### config.mk
export PLATFORM = sky130hd
export DESIGN_NAME = cpu_controller_fsm
export DESIGN_NICKNAME = d
export VERILOG_FILES = /design/src/rtl/cpu_ctrl_pkg.sv /design/src/rtl/cpu_ctrl_waitcnt.sv /design/src/rtl/cpu_controller_fsm.sv
export SDC_FILE = /design/constraint.sdc
export NUM_CORES = 1
export LEC_CHECK = 0
export CORE_ASPECT_RATIO = 1.5
export CORE_MARGIN = 5
export CORE_UTILIZATION = 50
export CTS_CLUSTER_DIAMETER = 100
export DETAILED_ROUTE_END_ITERATION = 7
export GPL_TIMING_DRIVEN = 0
export PLACE_DENSITY = 0.82
export SETUP_SLACK_MARGIN = 0.15
export SKIP_CTS_REPAIR_TIMING = 1
export SLEW_MARGIN = 10
export SYNTH_ARGS = -nofsm -noshare
export SYNTH_HDL_FRONTEND = slang
export SYNTH_HIERARCHICAL = 1
export SYNTH_SLANG_ARGS = --single-unit
### constraint.sdc
create_clock -name clk -period 4.4 [get_ports clk]
set_input_delay 0.88 -clock clk [delete_from_list [all_inputs] [get_ports clk]]
set_output_delay 0.88 -clock clk [all_outputs]
set_load 0.005 [all_outputs]
### src/rtl/cpu_ctrl_pkg.sv
// Shared types and constants for the multi-cycle RISC controller: state
// encoding, instruction field codes and one-hot control constants.
package cpu_ctrl_pkg;

    typedef enum logic [4:0] {
        S_RST, S_IF1, S_IF2, S_UPC, S_DEC,
        S_GETA, S_GETB, S_ALU, S_WRREG, S_CMP,
        S_MOVIMM, S_MOVR1, S_MOVR2, S_MOVR3,
        S_ADDR, S_LDAR, S_MEMRD, S_LDWB,
        S_STGB, S_STC, S_MEMWR, S_HALT, S_BR
    } state_t;

    localparam logic [2:0] OPC_BR   = 3'b001;
    localparam logic [2:0] OPC_LDR  = 3'b011;
    localparam logic [2:0] OPC_STR  = 3'b100;
    localparam logic [2:0] OPC_ALU  = 3'b101;
    localparam logic [2:0] OPC_MOV  = 3'b110;
    localparam logic [2:0] OPC_HALT = 3'b111;

    localparam logic [1:0] OP_MOVR   = 2'b00;
    localparam logic [1:0] OP_MOVIMM = 2'b10;
    localparam logic [1:0] OP_CMP    = 2'b01;
    localparam logic [1:0] OP_MEM    = 2'b00;

    localparam logic [1:0] MEM_NONE  = 2'b00;
    localparam logic [1:0] MEM_READ  = 2'b01;
    localparam logic [1:0] MEM_WRITE = 2'b10;

    localparam logic [2:0] NSEL_NONE = 3'b000;
    localparam logic [2:0] NSEL_RN   = 3'b100;
    localparam logic [2:0] NSEL_RD   = 3'b010;
    localparam logic [2:0] NSEL_RM   = 3'b001;

    localparam logic [3:0] VSEL_NONE  = 4'b0000;
    localparam logic [3:0] VSEL_C     = 4'b0001;
    localparam logic [3:0] VSEL_PC    = 4'b0010;
    localparam logic [3:0] VSEL_IMM   = 4'b0100;
    localparam logic [3:0] VSEL_MDATA = 4'b1000;

endpackage

### src/rtl/cpu_ctrl_waitcnt.sv
// Loadable down-counter used to stretch the memory states; zero_o tells the
// controller it may leave the current wait state.
module cpu_ctrl_waitcnt #(
    parameter int CNT_W = 4
) (
    input  logic             clk,
    input  logic             rst_n,
    input  logic             load_i,
    input  logic [CNT_W-1:0] load_val_i,
    input  logic             dec_i,
    output logic             zero_o
);

    logic [CNT_W-1:0] count_q, count_d;

    always_comb begin
        count_d = count_q;
        if (load_i) begin
            count_d = load_val_i;
        end else if (dec_i && (count_q != '0)) begin
            count_d = count_q - CNT_W'(1);
        end
    end

    always_ff @(posedge clk or negedge rst_n) begin
        if (!rst_n) begin
            count_q <= '0;
        end else begin
            count_q <= count_d;
        end
    end

    assign zero_o = (count_q == '0);

endmodule

### src/rtl/cpu_controller_fsm.sv
// Moore controller for the 16-bit RISC datapath: fetch, ALU, MOV, LDR/STR, HALT.
// Define CPU_CTRL_BRANCH_EN to add the conditional branch state and pc_sel output.
module cpu_controller_fsm
    import cpu_ctrl_pkg::*;
#(
    parameter int MEM_LAT       = 1,
    parameter int CNT_W         = 4,
    parameter int HALT_ON_UNDEF = 1
) (
    input  logic       clk,
    input  logic       reset,
    input  logic [2:0] opcode,
    input  logic [1:0] op,
    input  logic [2:0] status,
    output logic [2:0] nsel,
    output logic [3:0] vsel,
    output logic       write,
    output logic       loada,
    output logic       loadb,
    output logic       loadc,
    output logic       loads,
    output logic       asel,
    output logic       bsel,
    output logic       load_ir,
    output logic       load_pc,
    output logic       reset_pc,
    output logic       load_addr,
    output logic       addr_sel,
    output logic [1:0] mem_cmd,
`ifdef CPU_CTRL_BRANCH_EN
    output logic       pc_sel,
`endif
    output logic       halted
);

    localparam logic [CNT_W-1:0] LAT_LOAD = CNT_W'(MEM_LAT - 1);

    state_t state_q, state_d;
    logic   cnt_zero, cnt_load, cnt_dec;

`ifdef CPU_CTRL_BRANCH_EN
    logic br_taken;
    always_comb begin
        unique case (op)
            2'b00:   br_taken = 1'b1;
            2'b01:   br_taken = status[0];
            2'b10:   br_taken = ~status[0];
            default: br_taken = status[2] ^ status[1];
        endcase
    end
`else
    logic unused_status;
    assign unused_status = ^status;
`endif

    // The counter is reloaded only when a wait state is freshly entered, so a
    // held state keeps counting down.
    assign cnt_load = (state_d inside {S_IF1, S_MEMRD, S_MEMWR}) && (state_d != state_q);
    assign cnt_dec  = (state_q inside {S_IF1, S_MEMRD, S_MEMWR}) && !cnt_zero;

    cpu_ctrl_waitcnt #(.CNT_W(CNT_W)) u_waitcnt (
        .clk        (clk),
        .rst_n      (reset),
        .load_i     (cnt_load),
        .load_val_i (LAT_LOAD),
        .dec_i      (cnt_dec),
        .zero_o     (cnt_zero)
    );

    always_ff @(posedge clk or negedge reset) begin
        if (!reset) begin
            state_q <= S_RST;
        end else begin
            state_q <= state_d;
        end
    end

    always_comb begin
        state_d   = S_RST;
        nsel      = NSEL_NONE;
        vsel      = VSEL_NONE;
        write     = 1'b0;
        loada     = 1'b0;
        loadb     = 1'b0;
        loadc     = 1'b0;
        loads     = 1'b0;
        asel      = 1'b0;
        bsel      = 1'b0;
        load_ir   = 1'b0;
        load_pc   = 1'b0;
        reset_pc  = 1'b0;
        load_addr = 1'b0;
        addr_sel  = 1'b0;
        mem_cmd   = MEM_NONE;
        halted    = 1'b0;
`ifdef CPU_CTRL_BRANCH_EN
        pc_sel    = 1'b0;
`endif
        case (state_q)
            S_RST:    begin reset_pc = 1'b1; load_pc = 1'b1; state_d = S_IF1; end
            S_IF1:    begin
                addr_sel = 1'b1;
                mem_cmd  = MEM_READ;
                state_d  = cnt_zero ? S_IF2 : S_IF1;
            end
            S_IF2:    begin addr_sel = 1'b1; mem_cmd = MEM_READ; load_ir = 1'b1; state_d = S_UPC; end
            S_UPC:    begin load_pc = 1'b1; state_d = S_DEC; end
            S_DEC:    begin
                state_d = (HALT_ON_UNDEF != 0) ? S_HALT : S_IF1;
                case (opcode)
                    OPC_MOV: begin
                        if (op == OP_MOVIMM)    state_d = S_MOVIMM;
                        else if (op == OP_MOVR) state_d = S_MOVR1;
                    end
                    OPC_ALU:          state_d = S_GETA;
                    OPC_LDR, OPC_STR: if (op == OP_MEM) state_d = S_GETA;
                    OPC_HALT:         state_d = S_HALT;
`ifdef CPU_CTRL_BRANCH_EN
                    OPC_BR:           state_d = S_BR;
`endif
                    default: ;
                endcase
            end
            S_MOVIMM: begin write = 1'b1; vsel = VSEL_IMM; nsel = NSEL_RN; state_d = S_IF1; end
            S_MOVR1:  begin nsel = NSEL_RM; loadb = 1'b1; state_d = S_MOVR2; end
            S_MOVR2:  begin asel = 1'b1; loadc = 1'b1; state_d = S_MOVR3; end
            S_MOVR3:  begin write = 1'b1; vsel = VSEL_C; nsel = NSEL_RD; state_d = S_IF1; end
            S_GETA:   begin
                nsel    = NSEL_RN;
                loada   = 1'b1;
                state_d = (opcode == OPC_ALU) ? S_GETB : S_ADDR;
            end
            S_GETB:   begin
                nsel    = NSEL_RM;
                loadb   = 1'b1;
                state_d = (op == OP_CMP) ? S_CMP : S_ALU;
            end
            S_ALU:    begin loadc = 1'b1; state_d = S_WRREG; end
            S_WRREG:  begin write = 1'b1; vsel = VSEL_C; nsel = NSEL_RD; state_d = S_IF1; end
            S_CMP:    begin loads = 1'b1; state_d = S_IF1; end
            S_ADDR:   begin bsel = 1'b1; loadc = 1'b1; state_d = S_LDAR; end
            S_LDAR:   begin
                load_addr = 1'b1;
                state_d   = (opcode == OPC_LDR) ? S_MEMRD : S_STGB;
            end
            S_MEMRD:  begin mem_cmd = MEM_READ; state_d = cnt_zero ? S_LDWB : S_MEMRD; end
            S_LDWB:   begin
                mem_cmd = MEM_READ;
                write   = 1'b1;
                vsel    = VSEL_MDATA;
                nsel    = NSEL_RD;
                state_d = S_IF1;
            end
            S_STGB:   begin nsel = NSEL_RD; loadb = 1'b1; state_d = S_STC; end
            S_STC:    begin asel = 1'b1; loadc = 1'b1; state_d = S_MEMWR; end
            S_MEMWR:  begin mem_cmd = MEM_WRITE; state_d = cnt_zero ? S_IF1 : S_MEMWR; end
            S_HALT:   begin halted = 1'b1; state_d = S_HALT; end
`ifdef CPU_CTRL_BRANCH_EN
            S_BR:     begin
                load_pc = br_taken;
                pc_sel  = br_taken;
                state_d = S_IF1;
            end
`endif
            default:  state_d = S_RST;
        endcase
    end

endmodule
Word level (Yosys, flattened, before mapping)
Index checks and enable logic that the tools add are counted.
{ "word_totals": {"ff_bits": 9, "in_bits": 10, "out_inout_bits": 22, "wordCells": 87} }
{ "op_classes": {"n_addsub": 1, "eq_ne": 31, "mux": 29, "reduce_logical": 24} }
{ "op_table": {"columns": ["cell", "n"], "rows": [
  ["5-bit case mux with 17 select lines", 1],
  ["5-bit by 4-bit equality test with 1-bit output, second input constant", 8],
  ["5-bit equality test, second input constant", 8],
  ["5-bit by 3-bit equality test with 1-bit output, second input constant", 4],
  ["5-bit two-way mux", 4],
  ["4-bit two-way mux", 4],
  ["4-bit OR reduction", 4],
  ["5-bit case mux with 3 select lines", 1],
  ["1-bit two-way mux", 14],
  ["2-bit OR reduction", 7],
  ["4-bit case mux with 3 select lines", 1],
  ["5-bit by 1-bit equality test with 1-bit output, second input constant", 2],
  ["5-bit by 2-bit equality test with 1-bit output, second input constant", 2],
  ["3-bit equality test, second input constant", 3],
  ["3-bit case mux with 3 select lines", 1],
  ["3-bit nonzero test", 2],
  ["6-bit OR reduction", 1],
  ["5-bit zero test", 1],
  ["5-bit inequality test", 1],
  ["4-bit zero test", 1],
  ["2-bit two-way mux", 2],
  ["2-bit case mux with 2 select lines", 1],
  ["4-bit nonzero test", 1],
  ["4-bit by 1-bit subtractor with 4-bit output, second input constant", 1],
  ["8 further kinds", 10]
]} }

Logic depth before layout (Yosys ltp)
Gate-level depths: netlist of run 1.
{ "depth": {"ltp_word": 9, "ltp_mapped": 12, "ltp_nobuf": 11} }

Cells and area by module
The synthesis of run 1 kept the hierarchy.
{ "modules_own_cells": {"columns": ["mod", "n_inst", "cells_per_inst", "area_per_inst_um2", "seq_area_each_um2"], "rows": [
  ["cpu_controller_fsm", 1, 121, 829.5, 125.1],
  ["cpu_ctrl_waitcnt", 1, 27, 270.3, 100.1]
]} }

Worst setup path after synthesis of run 1
No wires, ideal clock.
{ "synth_timing": {"kind": "input port to flip-flop", "start": "in op[0]", "end": "reg u_waitcnt.count_q[3]", "setup_time_ns": 0.126, "t_arrival_ns": 2.627, "required_ns": 4.274, "setup_slack_ns": 1.647, "stages": 9, "path_cell_list": "nor4bb_1 -> a31o_1 -> a221oi_2 -> a211oi_1 -> mux2i_1 -> a2111oi_2 -> buf_6 -> nor3_1 -> a221o_1"} }
{ "synth_via": {"elab_chain_len": 9, "elab_cells_between_ends": 17} }
{ "synth_lines": {"columns": ["item", "line", "rtl"], "rows": [
  ["from (decl)", "cpu_controller_fsm.sv:13", "input logic [1:0] op,"],
  ["2-bit zero test", "cpu_controller_fsm.sv:113, cpu_controller_fsm.sv:116", null],
  ["5-bit two-way mux", "cpu_controller_fsm.sv:113", "else if (op == OP_MOVR) state_d = S_MOVR1;"],
  ["5-bit two-way mux", "cpu_controller_fsm.sv:112", "if (op == OP_MOVIMM) state_d = S_MOVIMM;"],
  ["5-bit case mux with 3 select lines", "cpu_controller_fsm.sv:110", "case (opcode)"],
  ["5-bit case mux with 17 select lines (*)", "cpu_controller_fsm.sv:99", "case (state_q)"],
  ["5-bit by 1-bit equality test with 1-bit output / 5-bit equality test (equally long branches)", "cpu_controller_fsm.sv:58", "assign cnt_load = (state_d inside {S_IF1, S_MEMRD, S_MEMWR}) && (state_d != state_q);"],
  ["3-bit nonzero test", "cpu_controller_fsm.sv:58", null],
  ["1-bit logical AND (*)", "cpu_controller_fsm.sv:58", null],
  ["via cnt_load", "cpu_controller_fsm.sv:39", "logic cnt_zero, cnt_load, cnt_dec;"],
  ["4-bit two-way mux / 2-bit nonzero test (equally long branches)", null, null],
  ["to (signal assigned)", "cpu_ctrl_waitcnt.sv:29", "count_q <= count_d;"],
  ["to (decl)", "cpu_ctrl_waitcnt.sv:14", "logic [CNT_W-1:0] count_q, count_d;"]
]} }
The timed path passes the listed nets; every way through them passes the cells marked *.
A chain may end at the register's enable or synchronous reset.

Worst setup path in the final report of run 1
{ "layout_timing": {"start": "in opcode[2]", "end": "reg u_waitcnt.count_q[3]"} }
{ "layout_via": {"elab_chain_len": 8, "elab_cells_between_ends": 17} }
{ "layout_lines": {"columns": ["item", "line", "rtl"], "rows": [
  ["from (decl)", "cpu_controller_fsm.sv:12", "input logic [2:0] opcode,"],
  ["3-bit by 2-bit equality test with 1-bit output / 3-bit equality test (equally long branches)", "cpu_controller_fsm.sv:110, cpu_controller_fsm.sv:144", null],
  ["2-bit OR reduction", "cpu_controller_fsm.sv:110", null],
  ["5-bit case mux with 3 select lines", "cpu_controller_fsm.sv:110", null],
  ["5-bit case mux with 17 select lines (*)", "cpu_controller_fsm.sv:99", null],
  ["5-bit by 1-bit equality test with 1-bit output / 5-bit equality test (equally long branches)", "cpu_controller_fsm.sv:58", null],
  ["3-bit nonzero test", "cpu_controller_fsm.sv:58", null],
  ["1-bit logical AND (*)", "cpu_controller_fsm.sv:58", null],
  ["via cnt_load", "cpu_controller_fsm.sv:39", null],
  ["4-bit two-way mux / 2-bit nonzero test (equally long branches)", null, null]
]} }
Marked as above.

==> results of run 1 <==
state kept, by name (all words and copies together) (netlist names):
signal,cells
state_q,5
u_waitcnt/count_q,4
worst register-to-register path, cell delays in order (launching register included):
cell and delay (ns):
dfrtp_1 0.42, inv_1 0.07, ha_1 0.21, nor3b_2 0.51, mux2_2 0.41, a211oi_1 0.25, mux2i_1 0.12, a2111oi_2 0.38
buf_6 0.19, nor3_1 0.05, a221o_1 0.32
power breakdown:
group | switching [mW] | total (mW) | leakage (nW) | internal, mW
combinational | 0.451 | 0.862 | 0.472 | 0.411
sequential | 0.0376 | 0.163 | 0.113 | 0.126
clock | 0.0276 | 0.0624 | 0.0150 | 0.0349
cell families after synthesis:
logic type / after synthesis
flip-flops: 9
AO/OA/AOI/OAI: 38
multiplexers: 4
adder cells (fa/ha/maj): 1
buffers and inverters: 17
XOR/XNOR: 3
AND/OR/NAND/NOR: 75
other: 1
layout make-up:
class	instances	area, µm²	share of cell area (%)
plain buffers	11	65.1	4.52
flip-flops and latches	9	225	15.7
multi-input cells	126	802	55.7
inverters	6	22.5	1.57
repair buffers	27	270	18.8
clock buffers	4	26.3	1.83
well taps	22	27.5	1.91
final timing paths:
kind                                   endpoint  slack [ns]  depth (start not counted)
setup reg to reg           u_waitcnt/count_q[3]        1.35                         10
hold reg to reg            u_waitcnt/count_q[1]        0.63                          2
min in group asynchronous  u_waitcnt/count_q[0]        0.91                          1
max in group asynchronous            state_q[0]        3.21                          1
setup / recovery           u_waitcnt/count_q[3]        1.15                         10
hold / removal             u_waitcnt/count_q[1]        0.63                          2
cell usage after synthesis (all sizes together) (3+ instances only):
master  number  share of area [%]
a21oi        6                2.7
nor3         8                3.6
nand2b       7                4.0
nor3b        4                3.2
nand2       11                3.8
inv          6                2.0
nor2        20                6.8
buf          9                5.2
o21ai       11                5.0
nor2b        6                4.1
and3b        3                2.4
dfrtp        9                 20
layer usage:
metal	global-route usage (%)	routed length (µm)	vias up
li1	-	-	599
met5	0	0	-
met3	1.60	183	12
met1	23.5	1080	555
met4	12.5	131	0
met2	36.3	1600	51
==> run_results.csv, run 1 <==
group,metric,value,unit
global_routing,grt_max_degree,11,
synthesis,synth_enable_flop_cells,0,
synthesis,synth_xor_area_share,2.39,%
sta,rsz0062_at_grt,"false",
die,die_h,67.4,µm
critical_path,cp_top_family,"compound AO/OA/AOI/OAI gates",
cells_and_area,final_common_cell,"clkdlybuf4s50_1",
synthesis,yosys.area_share.adder,1.14,%
clock_tree,cts_num_sinks,9,
critical_path,crit_slowest_cell,"clkdlybuf4s50_1",
placed_design,hpwl,2440,µm
die,core-area,2080,µm²
synthesis,ys_ff_latch,9,
detailed_routing,vias_per_cell,5.94,
die,die_area,3260,µm²
critical_path,crit_path_max_incr_delay,0.50,ns
clock_tree,htree_levels,1,
sta,period_minus_slack,3.25,ns
synthesis,synth_cells,148,
sta,clock.fmax,308,MHz
detailed_routing,drtPass1Iterations,4,
placed_design,dpl_worst_slack,0.878,ns
placed_design,dp.cells,201,
critical_path,crit_buf_inv,2,
synthesis,synth_simple_gate_area_share,39.5,%
cells_and_area,design_area,1440,µm²
detailed_routing,vias,1217,
synthesis,synth_warnings,6,
detailed_routing,antenna_left,0,
pwr,leakagePower,0.599,nW
sta,fin_setup_tns,0,ns
sta,maxSlewViolCount,0,
critical_path,worstPathMaxFanout,10,
synthesis,async_flop_share,100,%
hold_path,hold_class,"register to register",
synthesis,synth_top_family_by_area,"simple AND/OR/NAND/NOR gates",
outcome,status,"finished clean",
cells_and_area,final_cell_mix,"27 x clkdlybuf4s50_1, 20 x nor2_1, 11 x nand2_1, 11 x o21ai_0, 9 x dfrtp_1",
critical_path,cp.required,4.55,ns
hold_path,worstHoldStart,"u_waitcnt/count_q[1]",
critical_path,worstSetupPathType,"input pin to register",
sta,setup_viol,0,
critical_path,cp-startpoint,"opcode[2]",
placed_design,placed_area,1410,µm²
global_routing,grt-ovfl-total,0,
synthesis,synth_cell_type_count,52,
global_routing,grt_pass1_vias,1156,
synthesis,synth_mux_area_share,3.87,%
detailed_routing,drt_iter0_markers,45,
synthesis,ys_seq_area_share,20.5,%
cells_and_area,stdcell_count,205,
clock_tree,clk_pin_slew,0.06,ns
cells_and_area,n_antenna_cell,0,
sta,skew,0.00560,ns
sta,setup_slack,1.15,ns
die,rows,20,
global_routing,grt_pass1_wl,5060,µm
cells_and_area,fin_util,69.3,%
flow_run,max_cap_viol_count,0,
detailed_routing,drt-total-wl,3000,µm
global_routing,grt_usage,21.0,%
critical_path,critPathLaunchType,"input pin",
die,num_io_pins,32,
cells_and_area,fillers,171,
critical_path,path_cells,"clkdlybuf4s50_1, nor4bb_1, a31o_1, a221oi_2, a211oi_1, mux2i_1, a2111oi_2, buf_6, nor3_1, a221o_1",
sta,holdWs,0.633,ns
die,initial_core_util,53.0,%
synthesis,ys.flop_type,"dfrtp_1",
global_routing,grt_antenna_before_repair,0,
placed_design,finalWeightedCongestion,0.899,
pwr,irDropWorstVdd,452,µV
synthesis,synth_compound_area_share,24.3,%
pwr,power.total,1.09,mW
clock_tree,cts.path.max_buffers,2,
sta,worst_slew_pin_slew,0.562,ns
clock_tree,cts_made_buffers,3,
synthesis,synth.avg_cell_area,7.43,µm²
clock_tree,clock_latency,0.26,ns
synthesis,syn-cell-area,1100,µm²
critical_path,rr_startpoint,"u_waitcnt/count_q[0]",
critical_path,crit_arrival,3.39,ns
placed_design,io_buffers,27,
sta,slew_headroom,62.0,%
cells_and_area,area_growth,30.8,%
detailed_routing,wire_per_inst,14.6,µm
detailed_routing,drc,0,
cells_and_area,final_nets,195,
die,die_x,48.3,µm
clock_tree,cts-root-buf,"clkbuf_4",
cells_and_area,drive_gt1_share,10.4,%
sta,fin_crit_sh,73.8,%
critical_path,end_kind,"register",
pwr,powerDensity,756,nW/µm²
clock_tree,cts_tree,"yes",
sta,hold_viol_final,0,
(Power assumes the default switching activity.)
==> inputs of run 2 (changes only) <==
--- a/config.mk
+++ b/config.mk
@@ -7,11 +7,11 @@
 export LEC_CHECK = 0
 export CORE_ASPECT_RATIO = 1.5
 export CORE_MARGIN = 5
-export CORE_UTILIZATION = 50
+export CORE_UTILIZATION = 47
 export CTS_CLUSTER_DIAMETER = 100
 export DETAILED_ROUTE_END_ITERATION = 7
 export GPL_TIMING_DRIVEN = 0
-export PLACE_DENSITY = 0.82
+export PLACE_DENSITY = 0.77
 export SETUP_SLACK_MARGIN = 0.15
 export SKIP_CTS_REPAIR_TIMING = 1
 export SLEW_MARGIN = 10
==> constraint.sdc (replaced) <==
create_clock -name clk -period 3 [get_ports clk]
set_input_delay 0.6 -clock clk [delete_from_list [all_inputs] [get_ports clk]]
set_output_delay 0.6 -clock clk [all_outputs]
set_load 0.005 [all_outputs]
==> run_results.csv, run 2 (same netlist as run 1, synthesis figures left out) <==
group,metric,value,unit
detailed_routing,drtPass1Iterations,4,
sta,rsz0062_at_grt,"true",
die,rows,21,
critical_path,end_kind,"register",
critical_path,regToRegEndpoint,"u_waitcnt/count_q[1]",
critical_path,cp-startpoint,"opcode[2]",
critical_path,worstSetupPathType,"input pin to register",
critical_path,crit_arrival,2.97,ns
hold_path,hold_class,"register to register",
pwr,p_sw_share,46.5,%
critical_path,rr_worst_depth,12,
die,num_io_pins,32,
placed_design,finalWeightedCongestion,0.960,
sta,maxSlewViolCount,0,
clock_tree,cts.path.max_buffers,2,
sta,clock.fmax,354,MHz
sta,worst_slew_pin_slew,0.543,ns
clock_tree,cts-root-buf,"clkbuf_4",
placed_design,hpwl,2440,µm
die,die_area,3430,µm²
detailed_routing,vias_per_cell,5.96,
cells_and_area,final_common_cell,"clkdlybuf4s50_1",
sta,setup_viol,0,
cells_and_area,n_antenna_cell,0,
clock_tree,htree_levels,1,
pwr,leakagePower,0.694,nW
pwr,p_seq_share,13.7,%
critical_path,critPathLaunchType,"input pin",
global_routing,grt_antenna_before_repair,0,
critical_path,crit_path_max_incr_delay,0.45,ns
global_routing,grt-ovfl-total,0,
cells_and_area,largest-register,"state_q",
flow_run,max_cap_viol_count,0,
hold_path,hold-path-cell-count,2,
detailed_routing,vias,1263,
cells_and_area,drive_gt1_share,19.0,%
detailed_routing,drc,0,
cells_and_area,area_growth,41.8,%
detailed_routing,drt_iter0_markers,65,
global_routing,grt_pass1_wl,5170,µm
sta,period_minus_slack,2.83,ns
cells_and_area,stdcell_count,212,
cells_and_area,largest_registers,"state_q x5, u_waitcnt/count_q x4",
global_routing,grt_pass1_vias,1202,
pwr,switchingPower,838,µW
detailed_routing,drt-total-wl,3230,µm
pwr,powerDensity,1160,nW/µm²
pwr,combPwrFrac,81.2,%
critical_path,worstSetupEndpoint,"u_waitcnt/count_q[3]",
sta,slew_headroom,63.2,%
clock_tree,clock_latency,0.26,ns
global_routing,grt_max_degree,11,
detailed_routing,wire_per_inst,15.2,µm
critical_path,reg2reg_setup_slack,0.30,ns
clock_tree,cts_num_sinks,9,
die,core-area,2230,µm²
critical_path,worstPathMaxFanout,5,
cells_and_area,largest_reg_flops,5,
critical_path,crit_slowest_cell,"clkdlybuf4s50_1",
pwr,p_int,966,µW
outcome,status,"finished clean",
clock_tree,cts_tree,"yes",
cells_and_area,final_nets,201,
die,die_h,69.2,µm
placed_design,dp.cells,202,
placed_design,io_buffers,27,
die,initial_core_util,49.2,%
pwr,p_clk_share,5.1,%
sta,hold_viol_final,0,
critical_path,rr_startpoint,"u_waitcnt/count_q[0]",
clock_tree,cts_made_buffers,3,
clock_tree,clk_pin_slew,0.06,ns
sta,fin_crit_sh,94.3,%
pwr,irDropWorstVdd,781,µV
global_routing,grt_usage,17.9,%
die,die_x,49.5,µm
critical_path,path_cells,"clkdlybuf4s50_1, nor4bb_4, buf_4, a21oi_1, nand4_1, nand3_2, or2b_1, a2111oi_4, buf_6, nor3_1, a221o_1",
critical_path,cp.required,3.14,ns
cells_and_area,final_cell_mix,"24 x clkdlybuf4s50_1, 20 x nor2_1, 11 x nand2_1",
sta,skew,0.000488,ns
detailed_routing,antenna_left,0,
pwr,power.total,1.80,mW
## run 2: cell types whose count changed in the layout (fill, tap and decap cells not counted), moves of 3 or more
cell | before | now
dlymetal6s2s_1 | 0 | 3
clkdlybuf4s50_1 | 27 | 24
buf_4 | 1 | 7
clkbuf_1 | 3 | 0
## run 2: layer usage
metal	wire length (µm)	track usage, %	up-vias	share of wire (%)
li1	-	-	613	-
met1	1220	19.3	579	38
met2	1740	32.1	57	54
met3	176	2.15	14	5.5
met4	98	10.2	0	3.0
met5	0	0	-	0
## run 2: area by class of cell
class,instances,area (µm²)
Multi-Input combinational cell,126,860
Fill cell,200,674
Timing Repair Buffer,33,320
Sequential cell,9,226
Buffer,11,73.8
Tap cell,23,28.8
Clock buffer,3,22.5
Inverter,6,22.5
Clock inverter,1,5.00
## run 2: worst max-delay path, delay by kind of cell
family	cells	cell delay [ns]
AO/OA/AOI/OAI	3	0.84
buffers and inverters	3	0.76
AND/OR/NAND/NOR	5	0.78
## run 2: stage by stage
step	utilization (%)	hold WS (ns)	instance area, µm²	worst slack [ns]	TNS, ns
after detailed placement	63.3	0.623	1410	-0.266	-0.617
after floorplan	-	0.304	1110	0.304	0
after CTS	64.5	0.636	1440	-0.0782	-0.106
final	69.8	0.633	1560	0.172	0
after global routing	69.8	0.657	1560	0.103	0
after global placement	63.3	0.598	1410	-0.248	-0.557
## run 2: power groups by stage
stage / Combinational (mW) / Sequential, mW / Clock [mW]
after floorplan: 0.879 / 0.227 / 0
after detailed placement: 1.25 / 0.241 / 0
after global routing: 1.59 / 0.254 / 0.102
after CTS: 1.25 / 0.239 / 0.0980
after global placement: 1.23 / 0.236 / 0
final: 1.46 / 0.247 / 0.0922
## run 2: worst min path at each step
| stage | to | from |
|---|---|---|
| 6_report | u_waitcnt/count_q[1] | u_waitcnt/count_q[1] |
| 5_1_grt | u_waitcnt/count_q[2] | reset |
| 4_1_cts | u_waitcnt/count_q[2] | reset |
| 3_5_place_dp | u_waitcnt/count_q[1] | u_waitcnt/count_q[1] |
| 3_3_place_gp | u_waitcnt/count_q[1] | u_waitcnt/count_q[1] |
| 2_1_floorplan | state_q[0] | reset |
==> inputs of run 3 (changes only) <==
--- a/config.mk
+++ b/config.mk
@@ -5,12 +5,14 @@
 export SDC_FILE = /design/constraint.sdc
 export NUM_CORES = 1
 export LEC_CHECK = 0
+export CAP_MARGIN = 30
 export CORE_ASPECT_RATIO = 1.5
 export CORE_MARGIN = 5
 export CORE_UTILIZATION = 47
 export CTS_CLUSTER_DIAMETER = 100
 export DETAILED_ROUTE_END_ITERATION = 7
 export GPL_TIMING_DRIVEN = 0
+export HOLD_SLACK_MARGIN = 0.03
 export PLACE_DENSITY = 0.77
 export SETUP_SLACK_MARGIN = 0.15
 export SKIP_CTS_REPAIR_TIMING = 1
==> results of run 3 <==
The final DEF is identical to that of run 2; final timing and power are the same.
